[src/rtl/font_rom_arb.sv]
// Four-way arbiter sharing one synchronous font ROM with a fixed 2-cycle response.
// Define FONT_ARB_RR_EN for round-robin grants; otherwise the lowest index wins.
module font_rom_arb #(
  parameter int AW = 11,
  parameter int DW = 8
) (
  input  logic            clk,
  input  logic            reset,
  input  logic [3:0]      req_valid,
  input  logic [4*AW-1:0] req_addr,
  output logic [3:0]      req_ready,
  output logic [AW-1:0]   rom_addr,
  input  logic [DW-1:0]   rom_data,
  output logic [3:0]      rsp_valid,
  output logic [DW-1:0]   rsp_data,
  output logic [7:0]      conflict_cnt
);

  // Handshake: request i is accepted on a rising edge where req_valid[i] and
  // req_ready[i] are both high; req_ready is one-hot or zero. Responses come
  // back as a one-cycle rsp_valid pulse two edges later and are never stalled.

  logic [3:0]    grant;
  logic [1:0]    grant_idx;
  logic          accept;
  logic [AW-1:0] sel_addr;
  logic          multi_req;

  logic [AW-1:0] rom_addr_q;
  logic          s1_v_q, s2_v_q;
  logic [1:0]    s1_tag_q, s2_tag_q;
  logic [3:0]    rsp_valid_q;
  logic [DW-1:0] rsp_data_q;
  logic [7:0]    conflict_cnt_q;

`ifdef FONT_ARB_RR_EN
  logic [1:0] ptr_q;
  logic [1:0] cand;

  // Walk from the farthest candidate back toward ptr_q so the nearest wins.
  always_comb begin
    grant     = '0;
    grant_idx = '0;
    cand      = '0;
    for (int k = 3; k >= 0; k--) begin
      cand = ptr_q + 2'(k);
      if (req_valid[cand]) begin
        grant     = 4'b0001 << cand;
        grant_idx = cand;
      end
    end
  end

  always_ff @(posedge clk or posedge reset) begin
    if (reset) begin
      ptr_q <= '0;
    end else if (accept) begin
      ptr_q <= grant_idx + 2'd1;
    end
  end
`else
  always_comb begin
    grant     = '0;
    grant_idx = '0;
    for (int k = 3; k >= 0; k--) begin
      if (req_valid[k]) begin
        grant     = 4'b0001 << k;
        grant_idx = 2'(k);
      end
    end
  end
`endif

  assign req_ready = reset ? 4'b0000 : grant;
  assign accept    = |req_ready;
  assign sel_addr  = req_addr[grant_idx*AW +: AW];
  assign multi_req = (req_valid & (req_valid - 4'd1)) != 4'd0;

  // Tag pipeline: stage 1 follows the ROM address, stage 2 the ROM data.
  always_ff @(posedge clk or posedge reset) begin
    if (reset) begin
      rom_addr_q     <= '0;
      s1_v_q         <= 1'b0;
      s1_tag_q       <= '0;
      s2_v_q         <= 1'b0;
      s2_tag_q       <= '0;
      rsp_valid_q    <= '0;
      rsp_data_q     <= '0;
      conflict_cnt_q <= '0;
    end else begin
      if (accept) begin
        rom_addr_q <= sel_addr;
      end
      s1_v_q   <= accept;
      s1_tag_q <= grant_idx;
      s2_v_q   <= s1_v_q;
      s2_tag_q <= s1_tag_q;
      if (s2_v_q) begin
        rsp_valid_q <= 4'b0001 << s2_tag_q;
        rsp_data_q  <= rom_data;
      end else begin
        rsp_valid_q <= '0;
      end
      if (multi_req && conflict_cnt_q != 8'hFF) begin
        conflict_cnt_q <= conflict_cnt_q + 8'd1;
      end
    end
  end

  assign rom_addr     = rom_addr_q;
  assign rsp_valid    = rsp_valid_q;
  assign rsp_data     = rsp_data_q;
  assign conflict_cnt = conflict_cnt_q;

endmodule

[config.mk]
export PLATFORM = sky130hd
export DESIGN_NAME = font_rom_arb
export DESIGN_NICKNAME = d
export VERILOG_FILES = /design/src/rtl/font_rom_arb.sv
export SDC_FILE = /design/constraint.sdc
export NUM_CORES = 1
export LEC_CHECK = 0
export CAP_MARGIN = 10
export CORE_MARGIN = 2
export CORE_UTILIZATION = 43
export DETAILED_ROUTE_END_ITERATION = 6
export PLACE_DENSITY = 0.92
export SYNTH_ARGS = -nofsm -noshare
export SYNTH_HDL_FRONTEND = slang
export SYNTH_SLANG_ARGS = --single-unit
export TNS_END_PERCENT = 20
[constraint.sdc]
create_clock -name clk -period 4 [get_ports clk]
set_input_delay 0.8 -clock clk [delete_from_list [all_inputs] [get_ports clk]]
set_output_delay 0.8 -clock clk [all_outputs]
set_load 0.03 [all_outputs]
==> flow_summary.toml, run 1 <==
[power_and_ir_drop]
peakVddDrop_mv = 0.372
pwr_density_cell_nw_per_um2 = 455
p_leak_nw = 1.22
power.total_mw = 1.31

[logic_synthesis]
yosys_warnings = 0
synth-main-ff-cell = "dfrtp_1"
synthDominantCellAreaShare_pct = 51.4
yosysTopAreaCell = "dfrtp_1"
synth_most_common_cell = "dfrtp_1"
synth_seq_cells = 37
syn_nets = 234
seq_area_frac_synth_pct = 51.4
netlist_top_cells_count = "37 x dfrtp_1, 18 x nand2_1, 17 x nor2_1"
synth-edff-count = 0
ys_top_cells_by_area = "dfrtp_1 51%, mux2_2 5.6%, a22o_1 5.3%"
syn_inst = 175
synthArstFlopShare_pct = 100
synth_area_um2 = 1800
avgSynthCellArea_um2 = 10.3
synth_cell_types = 32

[global_route]
grt-ovfl-total = 0
grt_usage_pct = 23.3
grt_pass1_vias = 1746
grt_pass1_wl_mm = 8.05
grt_max_degree = 39
antenna_found_initial = 0

[clocking]
htreeDepth = 2
clockBufferDepth = 2
cts_made_buffers = 5
clkSinkCount = 37
cts_resized = 0
cts_tree = "yes"
cts_setup_buffers = 0
hold_buffers = 0
path_clk_slew_ns = 0.07
clk_latency_ns = 0.28
cts_root_buf = "clkbuf_8"

[final_layout]
final_core_util_pct = 71.3
drive_above_1_share_pct = 11.9
nets = 329
diodes = 0
syn_to_final_growth_pct = 59.5
n_fill_cell = 314
instances_no_fill = 320

[floorplanning]
fp.dieH_um = 68.7
io_pins = 93
dieArea_um2 = 4720
die_w_um = 68.7
initial_core_util_pct = 44.7
rows = 23
core_area_um2 = 4030

[worst_setup_path]
r2r_cells = 4
critPathKind = "input pin to primary output"
reg2reg_from = "conflict_cnt[0]"
r2r_end = "conflict_cnt[6]"
worst-path-max-fanout = 13
worst-endpoint-required_ns = 3.20
r2r_slack_ns = 2.56
crit_path_end_kind = "primary output"
cp_data_arrival_time_ns = 2.56
setup.worst_path.start_class = "input pin"

[routing]
detail-route-antenna-nets = 0
remaining_drc_errors = 0
wirelength_mm = 5.03
vias = 1760
avgRoutedWirePerCell_um = 15.7
firstDrtPassIters = 4
drt-initial-drc-count = 83
avgViaCountPerCell = 5.50

[place]
routabilityCongestion = 0.828
placed_cells = 313
io_buffers = 92
dpl.hpwl_mm = 3.80
place_ws_ns = 0.628

[status]
outcome = "complete, no violations"

[timing]
fmax_mhz = 298
slew_violations = 0
setup_violations = 0
finalHoldViolations = 0
setup_tns_ns = 0
period_share_pct = 83.9
period_minus_slack_ns = 3.36
tightest_slew_ns = 0.476
clock_skew_ns = 0.00896
relSlewSlack_pct = 68.2
rsz0062_at_grt = "false"
worst_slack_ns = 0.643

[min_path]
min_from = "s1_v_q"
min_to = "s2_v_q"
hp-class = "register to register"
min_path_cells = 0

[run]
drv_cap = 0
==> cells in the final DEF (no fill, tap or decap) <==
cell type         n
clkdlybuf4s50_1  91
dfrtp_1          37
nand2_1          18
nor2_1           17
a21oi_1          14
o31ai_1          11
o22ai_1          11
a22o_1           11
mux2_2            9
buf_4             8
inv_1             6
clkbuf_8          6
nor3_1            4
nand2b_1          3
and3_1            2
nand3_1           2
xor2_1            2
nor3_2            2
mux2_4            2
and3b_1           1
nor3b_1           1
nor4_1            1
nor2b_1           1
a211o_2           1
a211o_1           1
nand3_2           1
nand4_2           1
a211oi_2          1
mux2_1            1
a31oi_1           1
mux2i_1           1
ha_1              1
clkinvlp_4        1
==> through the flow <==
| step | instance area, µm² | hold slack [ns] |
|---|---|---|
| floorplan | 1800 | 0.331 |
| global placement | 2780 | 0.333 |
| detailed placement | 2780 | 0.337 |
| CTS | 2870 | 0.353 |
| global route | 2870 | 0.361 |
| finish | 2870 | 0.350 |
==> cells by family (layout without fill, tap and decap cells) <==
logic type | Yosys count | after routing | share of synthesized area (%)
flops | 37 | 37 | 51.4
fa+ha+maj | 1 | 1 | 0.694
buf+inv | 17 | 112 | 4.10
simple gates | 54 | 54 | 14.7
mux | 13 | 13 | 8.47
xor+xnor | 2 | 2 | 0.972
compound gates | 51 | 51 | 19.7
==> cell type report <==
cell class                 count  area (µm²)  area share, %
timing repair buffer          99         971           33.8
inverter                       6        22.5          0.784
clock buffer                   6        82.6           2.87
tap                           50        62.6           2.18
clock inverter                 1        7.51          0.261
multi-input combinational    121         802           27.9
sequential                    37         926           32.2
==> flip-flops by register name, indices dropped and copies added, names as in the netlist <==
signal / cells
conflict_cnt: 8
rom_addr: 11
rsp_data: 8
rsp_valid: 4
s1_tag_q: 2
s1_v_q: 1
s2_tag_q: 2
s2_v_q: 1
==> layer usage <==
layer	wire length (µm)	global-route usage [%]
met3	395	6.82
met2	2410	38.3
met1	1980	27.1
met5	0	0
met4	240	13.0
==> worst max-delay path by stage <==
| stage | to | cells after the start | start | slack, ns |
|---|---|---|---|---|
| global placement | req_ready[1] | 4 | req_valid[1] | 0.64 |
| detailed placement | req_ready[1] | 4 | req_valid[1] | 0.63 |
| floorplan | req_ready[3] | 3 | req_valid[0] | 1.05 |
| CTS | req_ready[1] | 4 | req_valid[1] | 0.63 |
| finish | req_ready[1] | 4 | req_valid[1] | 0.64 |
| global route | req_ready[1] | 4 | req_valid[1] | 0.54 |
==> worst max-delay path: stages <==
cell and delay, ns:
clkdlybuf4s50_1 0.59, inv_1 0.24, nor3_1 0.22, clkdlybuf4s50_1 0.70
==> power breakdown <==
group	switching (mW)	internal, mW	total [mW]
registers	0.0701	0.444	0.514
clock network	0.126	0.136	0.262
logic	0.276	0.256	0.532
(Power assumes the default switching activity.)
==> inputs of run 2 (changes only) <==
- CORE_UTILIZATION: 43 -> 39
- PLACE_DENSITY: 0.92 -> 0.85
- clock period: 4 -> 3.11 ns (I/O delays scaled with it)
==> run 2 against run 1 <==
  * Non-clock buffer count did not move
  * Clock skew fell by 0.0043 ns
  * Register-to-register slack got worse by 0.94 ns
  * Clock power rose by 23%
  * Core utilization fell by 6.6 points
  * Critical path depth did not move
  * Sequential share of layout area rose by 0.17 points
  * Largest cell class unchanged
==> flow_summary.toml, run 2 (same netlist as run 1, synthesis figures left out) <==
[status]
outcome = "complete, no violations"

[place]
place_area_um2 = 2780
placed_cells = 315
routabilityCongestion = 0.819
dpl.hpwl_mm = 3.80
io_buffers = 92

[power_and_ir_drop]
pwr_density_cell_nw_per_um2 = 583
power_frac_clock_pct = 19.2
peakVddDrop_mv = 0.378
pwr-share-comb_pct = 41.2
power_switching_mw = 0.612
intPower_mw = 1.05
p_leak_nw = 1.23
switching_share_pct = 36.7
seq_power_share_pct = 39.5
power.total_mw = 1.67

[global_route]
antenna_found_initial = 0
grt_usage_pct = 20.6
grt_pass1_wl_mm = 8.18
grt-ovfl-total = 0
grt_pass1_vias = 1690
grt_max_degree = 39

[worst_setup_path]
critPathKind = "input pin to primary output"
worst-endpoint-required_ns = 2.49
r2r_end = "conflict_cnt[6]"
r2r_slack_ns = 1.62
worst-path-max-fanout = 13
crit_path_end_kind = "primary output"
setup.worst_path.start_class = "input pin"
cp_data_arrival_time_ns = 1.93
r2r_cells = 4
reg2reg_from = "conflict_cnt[0]"

[clocking]
cts_root_buf = "clkbuf_8"
hold_buffers = 0
htreeDepth = 2
clkSinkCount = 37
cts_setup_buffers = 0
cts_tree = "yes"
path_clk_slew_ns = 0.07
cts_made_buffers = 5
clk_latency_ns = 0.29
clockBufferDepth = 2
cts_resized = 0

[min_path]
min_to = "s2_v_q"
min_from = "s1_v_q"
hp-class = "register to register"
min_path_cells = 0

[floorplanning]
fp.dieH_um = 72.0
initial_core_util_pct = 40.8
die_w_um = 72.0
rows = 24
dieArea_um2 = 5180
core_area_um2 = 4410
io_pins = 93

[routing]
wirelength_mm = 5.04
firstDrtPassIters = 4
vias = 1754
avgRoutedWirePerCell_um = 15.6
avgViaCountPerCell = 5.43
detail-route-antenna-nets = 0
drt-initial-drc-count = 116
remaining_drc_errors = 0

[timing]
rsz0062_at_grt = "false"
finalHoldViolations = 0
period_share_pct = 82.1
fmax_mhz = 392
slew_violations = 0
relSlewSlack_pct = 68.9
clock_skew_ns = 0.00469
setup_violations = 0
tightest_slew_ns = 0.467
period_minus_slack_ns = 2.55
setup_tns_ns = 0

[final_layout]
final_core_util_pct = 64.8
instances_no_fill = 323
drive_above_1_share_pct = 12.9
seqCellArea_um2 = 926
syn_to_final_growth_pct = 58.7
diodes = 0
mostFrequentLayoutCells = "88 x clkdlybuf4s50_1, 37 x dfrtp_1, 18 x nand2_1"
n_fill_cell = 372
final_common_cell = "clkdlybuf4s50_1"
stdcell_area_um2 = 2860
nets = 329
multi_input_area_um2 = 802
largest_reg_flops = 11

[run]
drv_cap = 0
==> run 2: cell types whose count changed in the layout (fill, tap and decap cells not counted) <==
cell             change
buf_2                +1
buf_4                +2
clkbuf_1             +1
clkbuf_8             -1
clkdlybuf4s50_1      -3
clkinv_2             +2
clkinvlp_4           -1
==> run 2: critical path, stage by stage <==
cell,delay [ns]
clkdlybuf4s50_1,0.60
inv_1,0.28
nor3_1,0.24
buf_4,0.19
==> run 2: per-layer routing <==
| metal | wire length (µm) | vias up | GRT usage (%) |
|---|---|---|---|
| met4 | 67 | 0 | 6.50 |
| met3 | 284 | 11 | 5.42 |
| met2 | 2580 | 69 | 34.0 |
| met1 | 2110 | 852 | 26.7 |
| met5 | 0 | - | 0 |
| li1 | - | 822 | - |
==> run 2: worst max path at each step <==
stage | cells after the start | to | slack, ns | from
global route | 4 | req_ready[1] | 0.49 | req_valid[1]
detailed placement | 4 | req_ready[1] | 0.57 | req_valid[1]
global placement | 4 | rom_addr[3] | 0.42 | req_valid[2]
CTS | 4 | req_ready[1] | 0.57 | req_valid[1]
finish | 4 | req_ready[1] | 0.56 | req_valid[1]
floorplan | 3 | req_ready[3] | 0.51 | req_valid[0]
==> run 2: per-stage QoR <==
| stage | setup WS, ns | hold slack [ns] |
|---|---|---|
| 2_1_floorplan | 0.513 | 0.331 |
| 3_3_place_gp | 0.417 | 0.333 |
| 3_5_place_dp | 0.574 | 0.340 |
| 4_1_cts | 0.571 | 0.349 |
| 5_1_grt | 0.493 | 0.358 |
| 6_report | 0.556 | 0.350 |
==> run 2: layout make-up <==
| type | instances | area share [%] |
|---|---|---|
| inverter | 6 | 0.788 |
| sequential | 37 | 32.4 |
| timing repair buffer | 99 | 33.6 |
| multi-input combinational | 121 | 28.1 |
| clock inverter | 2 | 0.350 |
| clock buffer | 6 | 2.54 |
| tap | 52 | 2.28 |
==> run 2: power by group through the flow <==
stage          clock [mW]  combinational, mW  sequential [mW]
6_report            0.321              0.687            0.659
5_1_grt             0.352              0.731            0.671
4_1_cts             0.330              0.693            0.660
3_5_place_dp            0              0.691            0.669
3_3_place_gp            0              0.674            0.660
2_1_floorplan           0              0.228            0.818
==> inputs of run 3 (changes only) <==
- clock period: 3.11 -> 2.4 ns (I/O delays scaled with it)
==> run 3 against run 2 <==
  * Via count is 4.4% lower
  * Non-clock buffer count did not move
  * Sequential share of layout area is 0.27 points lower
  * Wire length decreased by 4.5%
  * Hold slack got worse by 0.0070 ns
  * Combinational power is 29% higher
  * Global-route usage decreased by 0.85 points
  * Final cell count is 0.31% lower
  * Design area increased by 0.83%
  * Critical path depth grew 1
  * Setup slack lost 0.30 ns
  * Core utilization grew 0.54 points
==> flow_summary.toml, run 3 (same netlist as run 1, synthesis figures left out) <==
[status]
outcome = "complete, no violations"

[timing]
fmax_mhz = 466
rsz0062_at_grt = "false"
slew_violations = 0
setup_violations = 0
clock_skew_ns = 0.00355
tightest_slew_ns = 0.455
relSlewSlack_pct = 69.7
period_share_pct = 89.5
finalHoldViolations = 0
period_minus_slack_ns = 2.15
holdWs_ns = 0.343
setup_tns_ns = 0
worst_slack_ns = 0.253

[worst_setup_path]
path_buf_inv = 3
cp.depth = 5
cp_slowest_stage_delay_ns = 0.45
crit_path_end_kind = "primary output"
worst-path-max-fanout = 30
critPathKind = "input pin to primary output"
r2r_cells = 3
worst-endpoint-required_ns = 1.92
setup.worst_path.start_class = "input pin"
cp_top_family = "buffers and inverters"
cp_cell_sequence = "clkdlybuf4s50_1 -> buf_4 -> nor2_1 -> and3_1 -> buf_4"
slowest_stage = "clkdlybuf4s50_1"
crit_top_cell = "buf_4"
cp_data_arrival_time_ns = 1.67

[run]
drv_cap = 0

[final_layout]
final_core_util_pct = 65.3
final_common_cell = "clkdlybuf4s50_1"
largest_reg_flops = 11
instances_no_fill = 322
diodes = 0
nets = 329
stdcell_area_um2 = 2880
mostFrequentLayoutCells = "88 x clkdlybuf4s50_1, 37 x dfrtp_1, 18 x nand2_1"
n_fill_cell = 386
drive_above_1_share_pct = 13.0
syn_to_final_growth_pct = 60.0

[clocking]
cts_made_buffers = 5
cts_setup_buffers = 0
clockBufferDepth = 2
cts_resized = 0
cts_root_buf = "clkbuf_8"
htreeDepth = 2
clk_latency_ns = 0.28
hold_buffers = 0
cts_tree = "yes"
path_clk_slew_ns = 0.07
clkSinkCount = 37

[place]
io_buffers = 92
routabilityCongestion = 0.845
dpl.hpwl_mm = 3.59
placed_cells = 315
place_area_um2 = 2780
place_ws_ns = 0.118

[routing]
avgRoutedWirePerCell_um = 15.0
detail-route-antenna-nets = 0
avgViaCountPerCell = 5.21
remaining_drc_errors = 0
drt-initial-drc-count = 49
firstDrtPassIters = 4
vias = 1677
wirelength_mm = 4.81

[floorplanning]
io_pins = 93
core_area_um2 = 4410
dieArea_um2 = 5180
rows = 24
fp.dieH_um = 72.0
initial_core_util_pct = 40.8
die_w_um = 72.0

[global_route]
grt_usage_pct = 19.7
grt_max_degree = 38
grt-ovfl-total = 0
grt_pass1_wl_mm = 7.95
antenna_found_initial = 0
grt_pass1_vias = 1700

[power_and_ir_drop]
p_leak_nw = 1.24
switching_share_pct = 34.7
pwr-share-comb_pct = 39.4
seq_power_share_pct = 38.0
pwr_density_cell_nw_per_um2 = 779
power_switching_mw = 0.779
power.total_mw = 2.25
peakVddDrop_mv = 0.522
power_frac_clock_pct = 22.7
intPower_mw = 1.47

[min_path]
min_path_cells = 0
hp-class = "register to register"
==> run 3: routing by layer <==
metal | global-route usage (%) | routed length (µm) | vias up
met5 | 0 | 0 | -
met4 | 7.97 | 102 | 0
met3 | 4.72 | 285 | 10
met2 | 32.7 | 2380 | 63
met1 | 25.0 | 2050 | 779
li1 | - | - | 825
==> run 3: area by class of cell <==
type / count / area [µm²] / area share, %
repair buffers: 99 / 963 / 33.4
flip-flops and latches: 37 / 926 / 32.1
multi-input cells: 121 / 802 / 27.8
clock buffers: 5 / 68.8 / 2.39
well taps: 52 / 65.1 / 2.26
clock inverters: 2 / 35.0 / 1.22
inverters: 6 / 22.5 / 0.781
==> run 3: path summary, 6_finish.rpt <==
path | startpoint | end | slack (ns)
min | s1_tag_q[0] | s2_tag_q[0] | 0.34
max | req_valid[0] | req_ready[2] | 0.25
min in group asynchronous | reset | rom_addr[10] | 0.74
max in group asynchronous | reset | rom_addr[2] | 1.34
max reg2reg | conflict_cnt[0] | conflict_cnt[1] | 0.95
min reg2reg | s1_tag_q[0] | s2_tag_q[0] | 0.34
==> run 3: power groups by stage <==
| stage | combinational [mW] | sequential (mW) | clock (mW) |
|---|---|---|---|
| after floorplan | 0.296 | 1.06 | 0 |
| after global placement | 0.872 | 0.859 | 0 |
| after detailed placement | 0.891 | 0.867 | 0 |
| after CTS | 0.894 | 0.857 | 0.520 |
| after global routing | 0.949 | 0.874 | 0.545 |
| final | 0.884 | 0.853 | 0.509 |
